==> src/rtl/data_path_pkg.sv <==
// Shared constants for the single-bus datapath: register width and bus-source
// indices. Enum order is the bus priority order, with the lowest index winning.
package data_path_pkg;

    localparam int WIDTH   = 32;
    localparam int NUM_SRC = 24;
    localparam int SEL_W   = 5;

    typedef enum logic [SEL_W-1:0] {
        SRC_R0     = 5'd0,  SRC_R1  = 5'd1,  SRC_R2  = 5'd2,  SRC_R3  = 5'd3,
        SRC_R4     = 5'd4,  SRC_R5  = 5'd5,  SRC_R6  = 5'd6,  SRC_R7  = 5'd7,
        SRC_R8     = 5'd8,  SRC_R9  = 5'd9,  SRC_R10 = 5'd10, SRC_R11 = 5'd11,
        SRC_R12    = 5'd12, SRC_R13 = 5'd13, SRC_R14 = 5'd14, SRC_R15 = 5'd15,
        SRC_HI     = 5'd16, SRC_LO  = 5'd17, SRC_ZHI = 5'd18, SRC_ZLO = 5'd19,
        SRC_PC     = 5'd20, SRC_MDR = 5'd21, SRC_INPORT = 5'd22, SRC_Y = 5'd23
    } bus_src_e;

endpackage

==> src/rtl/data_path_reg32.sv <==
// WIDTH-bit register with load enable and asynchronous active-high clear.
module data_path_reg32 #(
    parameter int WIDTH = 32
) (
    input  logic             clock,
    input  logic             clear,
    input  logic             en,
    input  logic [WIDTH-1:0] d,
    output logic [WIDTH-1:0] q
);

    logic [WIDTH-1:0] q_q;
    logic [WIDTH-1:0] q_d;

    always_comb begin
        q_d = q_q;
        if (en) q_d = d;
    end

    always_ff @(posedge clock or posedge clear) begin
        if (clear) q_q <= '0;
        else       q_q <= q_d;
    end

    assign q = q_q;

endmodule

==> src/rtl/data_path.sv <==
// Single-bus CPU datapath: 24 registers share BusMuxOut through a priority
// encoder and mux. Zhigh/Zlow load from the external ALU, MDR from memory or the bus.
module data_path
    import data_path_pkg::*;
#(
    parameter int WIDTH = data_path_pkg::WIDTH
) (
    input  logic             clock,
    input  logic             clear,
    input  logic             Read,
    input  logic [WIDTH-1:0] A,
    input  logic [WIDTH-1:0] RegisterAImmediate,
    input  logic [WIDTH-1:0] MDataIn,
    input  logic             R0out,  R1out,  R2out,  R3out,
    input  logic             R4out,  R5out,  R6out,  R7out,
    input  logic             R8out,  R9out,  R10out, R11out,
    input  logic             R12out, R13out, R14out, R15out,
    input  logic             HIout,  LOout,  Zhighout, Zlowout,
    input  logic             PCout,  MDRout, InPortout, Yout,
    input  logic             R0in,   R1in,   R2in,   R3in,
    input  logic             R4in,   R5in,   R6in,   R7in,
    input  logic             R8in,   R9in,   R10in,  R11in,
    input  logic             R12in,  R13in,  R14in,  R15in,
    input  logic             HIin,   LOin,   Zhighin, Zlowin,
    input  logic             PCin,   MDRin,  InPortin, Yin,
    output logic [WIDTH-1:0] BusMuxOut,
    output logic [WIDTH-1:0] mdrdata,
    output logic [WIDTH-1:0] BusMuxInR0,
    output logic [WIDTH-1:0] BusMuxInR1,
    output logic [WIDTH-1:0] BusMuxInR2
);

    logic [NUM_SRC-1:0]            out_vec;
    logic [NUM_SRC-1:0]            in_vec;
    logic [NUM_SRC-1:0][WIDTH-1:0] reg_q;
    logic [NUM_SRC-1:0][WIDTH-1:0] reg_d;
    logic [SEL_W-1:0]              bus_sel;
    logic                          bus_hit;

    // Bit position in these vectors equals the bus_src_e index.
    assign out_vec = {Yout, InPortout, MDRout, PCout, Zlowout, Zhighout, LOout, HIout,
                      R15out, R14out, R13out, R12out, R11out, R10out, R9out, R8out,
                      R7out,  R6out,  R5out,  R4out,  R3out,  R2out,  R1out, R0out};
    assign in_vec  = {Yin, InPortin, MDRin, PCin, Zlowin, Zhighin, LOin, HIin,
                      R15in, R14in, R13in, R12in, R11in, R10in, R9in, R8in,
                      R7in,  R6in,  R5in,  R4in,  R3in,  R2in,  R1in, R0in};

    // Scan from lowest priority upward so the lowest asserted index wins.
    always_comb begin
        bus_sel = '0;
        bus_hit = 1'b0;
        for (int i = NUM_SRC - 1; i >= 0; i--) begin
            if (out_vec[i]) begin
                bus_sel = SEL_W'(i);
                bus_hit = 1'b1;
            end
        end
    end

    assign BusMuxOut = bus_hit ? reg_q[bus_sel] : '0;

    always_comb begin
        for (int i = 0; i < NUM_SRC; i++) reg_d[i] = BusMuxOut;
        reg_d[SRC_ZHI] = RegisterAImmediate;
        reg_d[SRC_ZLO] = A;
        reg_d[SRC_MDR] = Read ? MDataIn : BusMuxOut;
    end

    for (genvar i = 0; i < NUM_SRC; i++) begin : g_reg
        data_path_reg32 #(.WIDTH(WIDTH)) u_reg (
            .clock (clock),
            .clear (clear),
            .en    (in_vec[i]),
            .d     (reg_d[i]),
            .q     (reg_q[i])
        );
    end

    assign mdrdata    = reg_q[SRC_MDR];
    assign BusMuxInR0 = reg_q[SRC_R0];
    assign BusMuxInR1 = reg_q[SRC_R1];
    assign BusMuxInR2 = reg_q[SRC_R2];

endmodule

==> config.mk <==
export PLATFORM = sky130hd
export DESIGN_NAME = data_path
export DESIGN_NICKNAME = d
export VERILOG_FILES = /design/src/rtl/data_path_pkg.sv /design/src/rtl/data_path_reg32.sv /design/src/rtl/data_path.sv
export SDC_FILE = /design/constraint.sdc
export NUM_CORES = 2
export LEC_CHECK = 0
export BUFFER_PORTS_ARGS = -buffer_cell sky130_fd_sc_hd__buf_2
export CORE_MARGIN = 2
export CORE_UTILIZATION = 35
export CTS_BUF_LIST = sky130_fd_sc_hd__clkbuf_2 sky130_fd_sc_hd__clkbuf_4 sky130_fd_sc_hd__clkbuf_8
export CTS_CLUSTER_SIZE = 14
export DETAILED_ROUTE_END_ITERATION = 8
export PLACE_DENSITY = 0.58
export SLEW_MARGIN = 20
export SYNTH_ARGS = -nofsm -noshare
export SYNTH_HDL_FRONTEND = slang
export SYNTH_SLANG_ARGS = --single-unit
==> constraint.sdc <==
create_clock -name clock -period 34.8 [get_ports clock]
set_input_delay 0 -clock clock [delete_from_list [all_inputs] [get_ports clock]]
set_output_delay 0 -clock clock [all_outputs]
set_load 0.02 [all_outputs]
== Word-level counts from Yosys, hierarchy flattened ==
Cells that the tools add are included.

* Register bits after elaboration: 768
* Bits of input ports: 147
* Output and inout port bits: 160
* Word-level logic and storage cells: 77

* Order comparisons: 1
* Multiplexer cells: 52

{| class="wikitable"
|+ Operator list
! operator !! number
|-
| binary-select mux 32 bit (select 5 bit) || 1
|-
| 2-to-1 mux 5 bit || 24
|-
| 2-to-1 mux 32 bit || 3
|-
| 2-to-1 mux 1 bit || 24
|-
| < comparator 5 x 6 -> 1 bit (second input constant) || 1
|}

== Longest topological paths before layout ==
* Depth in word-level cells: 28
* Depth in mapped cells: 13
* Gate-level depth less buffers: 9

== Cells and area by module ==
Synthesis repeated with hierarchy kept, for this count alone.

* Cell total of the unflattened synthesis: 3027
* Area total of the unflattened synthesis: 41073.1 um^2

{| class="wikitable"
|+ By module, submodules not included
! module !! instances !! cells an instance !! area each (um^2) !! seq. area each (um^2)
|-
| data_path_reg32 || 24 || 69 || 1348.8 || 800.8
|-
| data_path || 1 || 1371 || 8702.1 || 0.0
|}

== Worst setup path after synthesis ==
OpenSTA, ideal clock, no wires.

* Path kind: input -> register
* From: input InPortout
* To: register g_reg[10].u_reg.q_q[26]
* Setup time: 125 ps
* Arrival: 2346 ps
* Data required time: 34675 ps
* Slack: 32329 ps
* Stages: 13
* Path buffers: 4
* Cell sequence: nand2b_1 -> a221oi_2 -> o211ai_2 -> a211oi_1 -> buf_2 -> buf_6 -> buf_4 -> mux2i_1 -> o211ai_1 -> a31oi_1 -> nor4_4 -> buf_2 -> mux2_2

* Cells in the longest elaborated chain, start to end: 26
* Elaborated cells on any way between the ends: 49
* Those cells by class: 49 x mux

{| class="wikitable"
|+ RTL lines
! item !! RTL line !! RTL
|-
| start, declared || data_path.sv:19 || <nowiki>input logic PCout, MDRout, InPortout, Yout,</nowiki>
|-
| 2-to-1 mux 5 bit (23 in series) || data_path.sv:53 || <nowiki>if (out_vec[i]) begin</nowiki>
|-
| binary-select mux 32 bit (select 5 bit) || data_path.sv:60 || <nowiki>assign BusMuxOut = bus_hit ? reg_q[bus_sel] : '0;</nowiki>
|-
| 2-to-1 mux 32 bit (implied by the code) || data_path.sv:60 ||
|-
| 2-to-1 mux 32 bit (*) || data_path.sv:60 ||
|-
| named net BusMuxOut[26] || data_path.sv:26 || <nowiki>output logic [WIDTH-1:0] BusMuxOut,</nowiki>
|-
| end signal, assigned || data_path_reg32.sv:22 || <nowiki>else q_q <= q_d;</nowiki>
|-
| end, declared || data_path_reg32.sv:12 || <nowiki>logic [WIDTH-1:0] q_q;</nowiki>
|}

Mark *: on every way through the listed nets, which the timed path passes. The rest lies on a longest branch. The select of a mux whose other input is x is not followed.
A chain may end at the register's enable or synchronous reset.

== Worst setup path in the final report ==
* From: input R6out
* To: output BusMuxOut[15]

* Cells in the longest elaborated chain, start to end: 10
* Elaborated cells on any way between the ends: 17
* Those cells by class: 17 x mux

{| class="wikitable"
|+ RTL lines
! item !! RTL line !! RTL
|-
| start, declared || data_path.sv:15 || <nowiki>input logic R4out, R5out, R6out, R7out,</nowiki>
|-
| 2-to-1 mux 5 bit (7 in series) || data_path.sv:53 ||
|-
| binary-select mux 32 bit (select 5 bit) || data_path.sv:60 ||
|-
| 2-to-1 mux 32 bit (implied by the code) || data_path.sv:60 ||
|-
| 2-to-1 mux 32 bit (*) || data_path.sv:60 ||
|-
| end, declared || data_path.sv:26 ||
|}

Mark *: on every way between the ends. The rest lies on a longest branch, timed or not. The select of a mux whose other input is x is not followed.

==> metrics.md <==
| Metric | Value |
|---|---|
| Highest clock rate | 198 MHz |
| Max Buffers Root-to-Sink | 3 |
| Htree depth | 4 |
| RSZ-0062 raised after global routing | no |
| Largest register FFs | 768 |
| Routed WL per cell | 24.7 um |
| Overall die area | about 0.11 mm^2 |
| CTS tree | done |
| NetSw | ~1.2 mW |
| P per Cell Area | around 77 mW/mm^2 |
| Post-DRT Antenna Nets | 0 |
| Vias in the first global route | 28.2k |
| Post-Route WL | 125 mm |
| Gpl congestion | between 0.8 and 0.9 |
| Top-area cell type share of the netlist area | 52.6% |
| Post-place setup slack | 29.77 ns |
| Port Buf Inserts | 306 |
| Final hold vios | 0 |
| Cell Count, Final, Fillers Out | 5088 |
| Most frequent cells in the layout | dfrtp_1, mux2_2, nand2_1, buf_2, dlygate4sd3_1 |
| VDD IR max | 0.0000382 V |
| Worst slew pin tran | 1.21 ns |
| Global-route wire length before repair | between 150 and 200 mm |
| Min-delay worst type | input port to flop |
| Core area | 0.104 mm^2 |
| Router iterations before antenna repair | 7 |
| Die X-Extent | 327 um |
| Placed Area | 0.0390 mm^2 |
| Vias | between 20k and 30k |
| Most common cell after layout, fill and taps aside | dfrtp_1 |
| Max Clock Skew | 0.0417 ns |
| Total Power | 3.41 mW |
| Clock Sinks | 768 |
| Setup tns final | 0 ns |
| Arrival @ worst endpoint | 5.05 ns |
| LEAKAGE | ~19 nW |
| Dpl cells | 4599 |
| Hold buffers post-CTS | 254 |
| Maxcap violations | 0 |
| Vias per cell | 5.51 |
| Rel. slew slack | about 20% |
| Combinational share of power | 30.8% |
| Cells after Synth | about 3.1k |
| Final worst slack | 29.75 ns |
| Post-CTS Setup Bufs | 0 |
| Post-synthesis sequential area ratio | 52.6% |
| Rows | 118 |
| Clock Power Share | 25.4% |
| GRT overflow | 0 |
| Root Driver | clkbuf_8 |
| Fin nets | 3760 |
| Crit Path Max Fanout | 72 |
| Layout cells sized above 1 | 38.5% |
| Pins Over Slew Limit | 0 |
| Design area | 0.0444 mm^2 |
| R2R Setup Slk | 32.26 ns |
| Cell variety after synth | 59 |
| Part of the power in registers | 43.7% |
| Largest net degree at the start of global routing | between 100 and 150 |
| Top cell type by total area after synthesis | dfrtp_1 |
| Fin crit share | 14.5% |
| Worst Setup Start Kind | input port |
| Worst setup EP type | primary output |
| Yosys warnings | 0 |
| Clk slew on worst S/H paths | about 0.06 ns |
| Initial Utilization | approximately a third |
| Hpwl dp | 74.6 mm |
| All-layer global routing usage | 23.1% |
| Mapped cell area | 0.0366 mm^2 |
| Area contributors post-synth | dfrtp_1, mux2_2, nand2_1 |
| Num CTS Buffers | 132 |
| Critical path type | input port to primary output |
| Syn Area/Cell | 11.6 um^2 |
| Min Clock Period, post-route | between 5 and 6 ns |
| Switching Share | 34.4% |
| Syn_nets | 3294 |
| First DRT Iteration DRCs | around 2.3k |
| DRC Markers | 0 |
| Clk_lat worst skew | 0.81 ns |
| Final setup viols | 0 |
| Run status | finished, final reports clean |
| Flops & latches, synth | 768 |
| P_int | approximately 2.2 mW |
| Initial antenna violation count | 2 |
| Post_cts resized | 0 |
| I/O Pins | approximately 310 |
| Critical Path RT | 34.80 ns |
| Area grow syn2layout | 21.5% |
| Die Y | 327 um |
critical path, cell delays in order:
cell	delay, ns
buf_2	0.11
nor2b_1	0.13
o21bai_1	0.07
a21oi_1	0.56
a211o_4	0.67
buf_4	0.66
buf_4	0.80
o22ai_1	0.20
a32oi_1	0.27
a21oi_1	0.24
nor4_4	0.61
buf_4	0.34
buf_2	0.23
layout make-up:
cell class / instances / area, um^2
antenna: 5 / 12.5
clock inverter: 19 / 201
multi-input combinational: 2042 / 15800
tap: 1380 / 1730
inverter: 26 / 105
timing repair buffer: 643 / 4770
clock buffer: 205 / 2560
fill: 9838 / 59200
sequential: 768 / 19200
power groups by stage:
stage | clock, mW | combinational (mW) | sequential [mW]
after floorplan | 0 | 0.657 | 1.51
after global placement | 0 | 0.994 | 1.49
after detailed placement | 0 | 1.01 | 1.50
after CTS | 0.883 | 1.04 | 1.49
after global routing | 0.921 | 1.13 | 1.54
final | 0.866 | 1.05 | 1.49
metrics by stage:
step / util, % / hold WS (ns)
3_5_place_dp: 37.6 / 0.235
4_1_cts: 42.8 / 0.00408
3_3_place_gp: 37.6 / 0.234
2_1_floorplan: - / 0.152
5_1_grt: 42.8 / 0.0539
6_report: 42.9 / 0.0668
Yosys cell counts (all sizes together):
library cell	instances
a22o	1
o31ai	8
a32oi	57
o211ai	33
a211o	2
o41a	1
a21oi	71
a31oi	48
a211oi	11
o21bai	2
clkbuf	135
nor2b	2
buf	176
a41oi	7
mux2i	43
o2111ai	8
o22ai	48
a21o	2
and3	11
o221ai	23
a221o	10
a221oi	6
o31a	1
nand4	5
o21ai	68
and2	4
a31o	22
a2111oi	2
or4	3
o21a	1
mux2	736
nand3	156
nor2	116
nand2b	1
inv	26
or3	1
nor4	33
nand2	419
nor3	56
dfrtp	768
a311oi	1
or2	23
cells by family (layout without fill, tap and decap cells):
family,Yosys count,count (layout),share of synthesized area (%)
and+or+nand+nor,830,830,10.9
muxes,779,779,23.8
DFF,768,768,52.6
AOI/OAI and AO/OA,433,433,8.35
buffers and inverters,337,893,4.39
other,0,5,0
worst paths after layout:
path,from,end,cells past startpoint
worst max-delay path,R6out,BusMuxOut[15],13
worst min-delay path,MDRin,g_reg[21].u_reg.q[10],4
worst max register to register,g_reg[18].u_reg.q[9],g_reg[7].u_reg.q[9],6
worst min register to register,g_reg[5].u_reg.q[9],g_reg[5].u_reg.q[9],1
max in group asynchronous,clear,g_reg[21].u_reg.q[15],7
min in group asynchronous,clear,g_reg[7].u_reg.q[4],4
metal layers:
| layer | vias to the layer above | share of wire [%] | track usage (%) |
|---|---|---|---|
| li1 | 12200 | - | - |
| met1 | 14700 | 46 | 33.3 |
| met2 | 997 | 45 | 35.1 |
| met3 | 172 | 6.8 | 4.44 |
| met4 | 2 | 2.1 | 6.81 |
| met5 | - | 0.0080 | 0 |
Power figures use the tool's default switching activity.
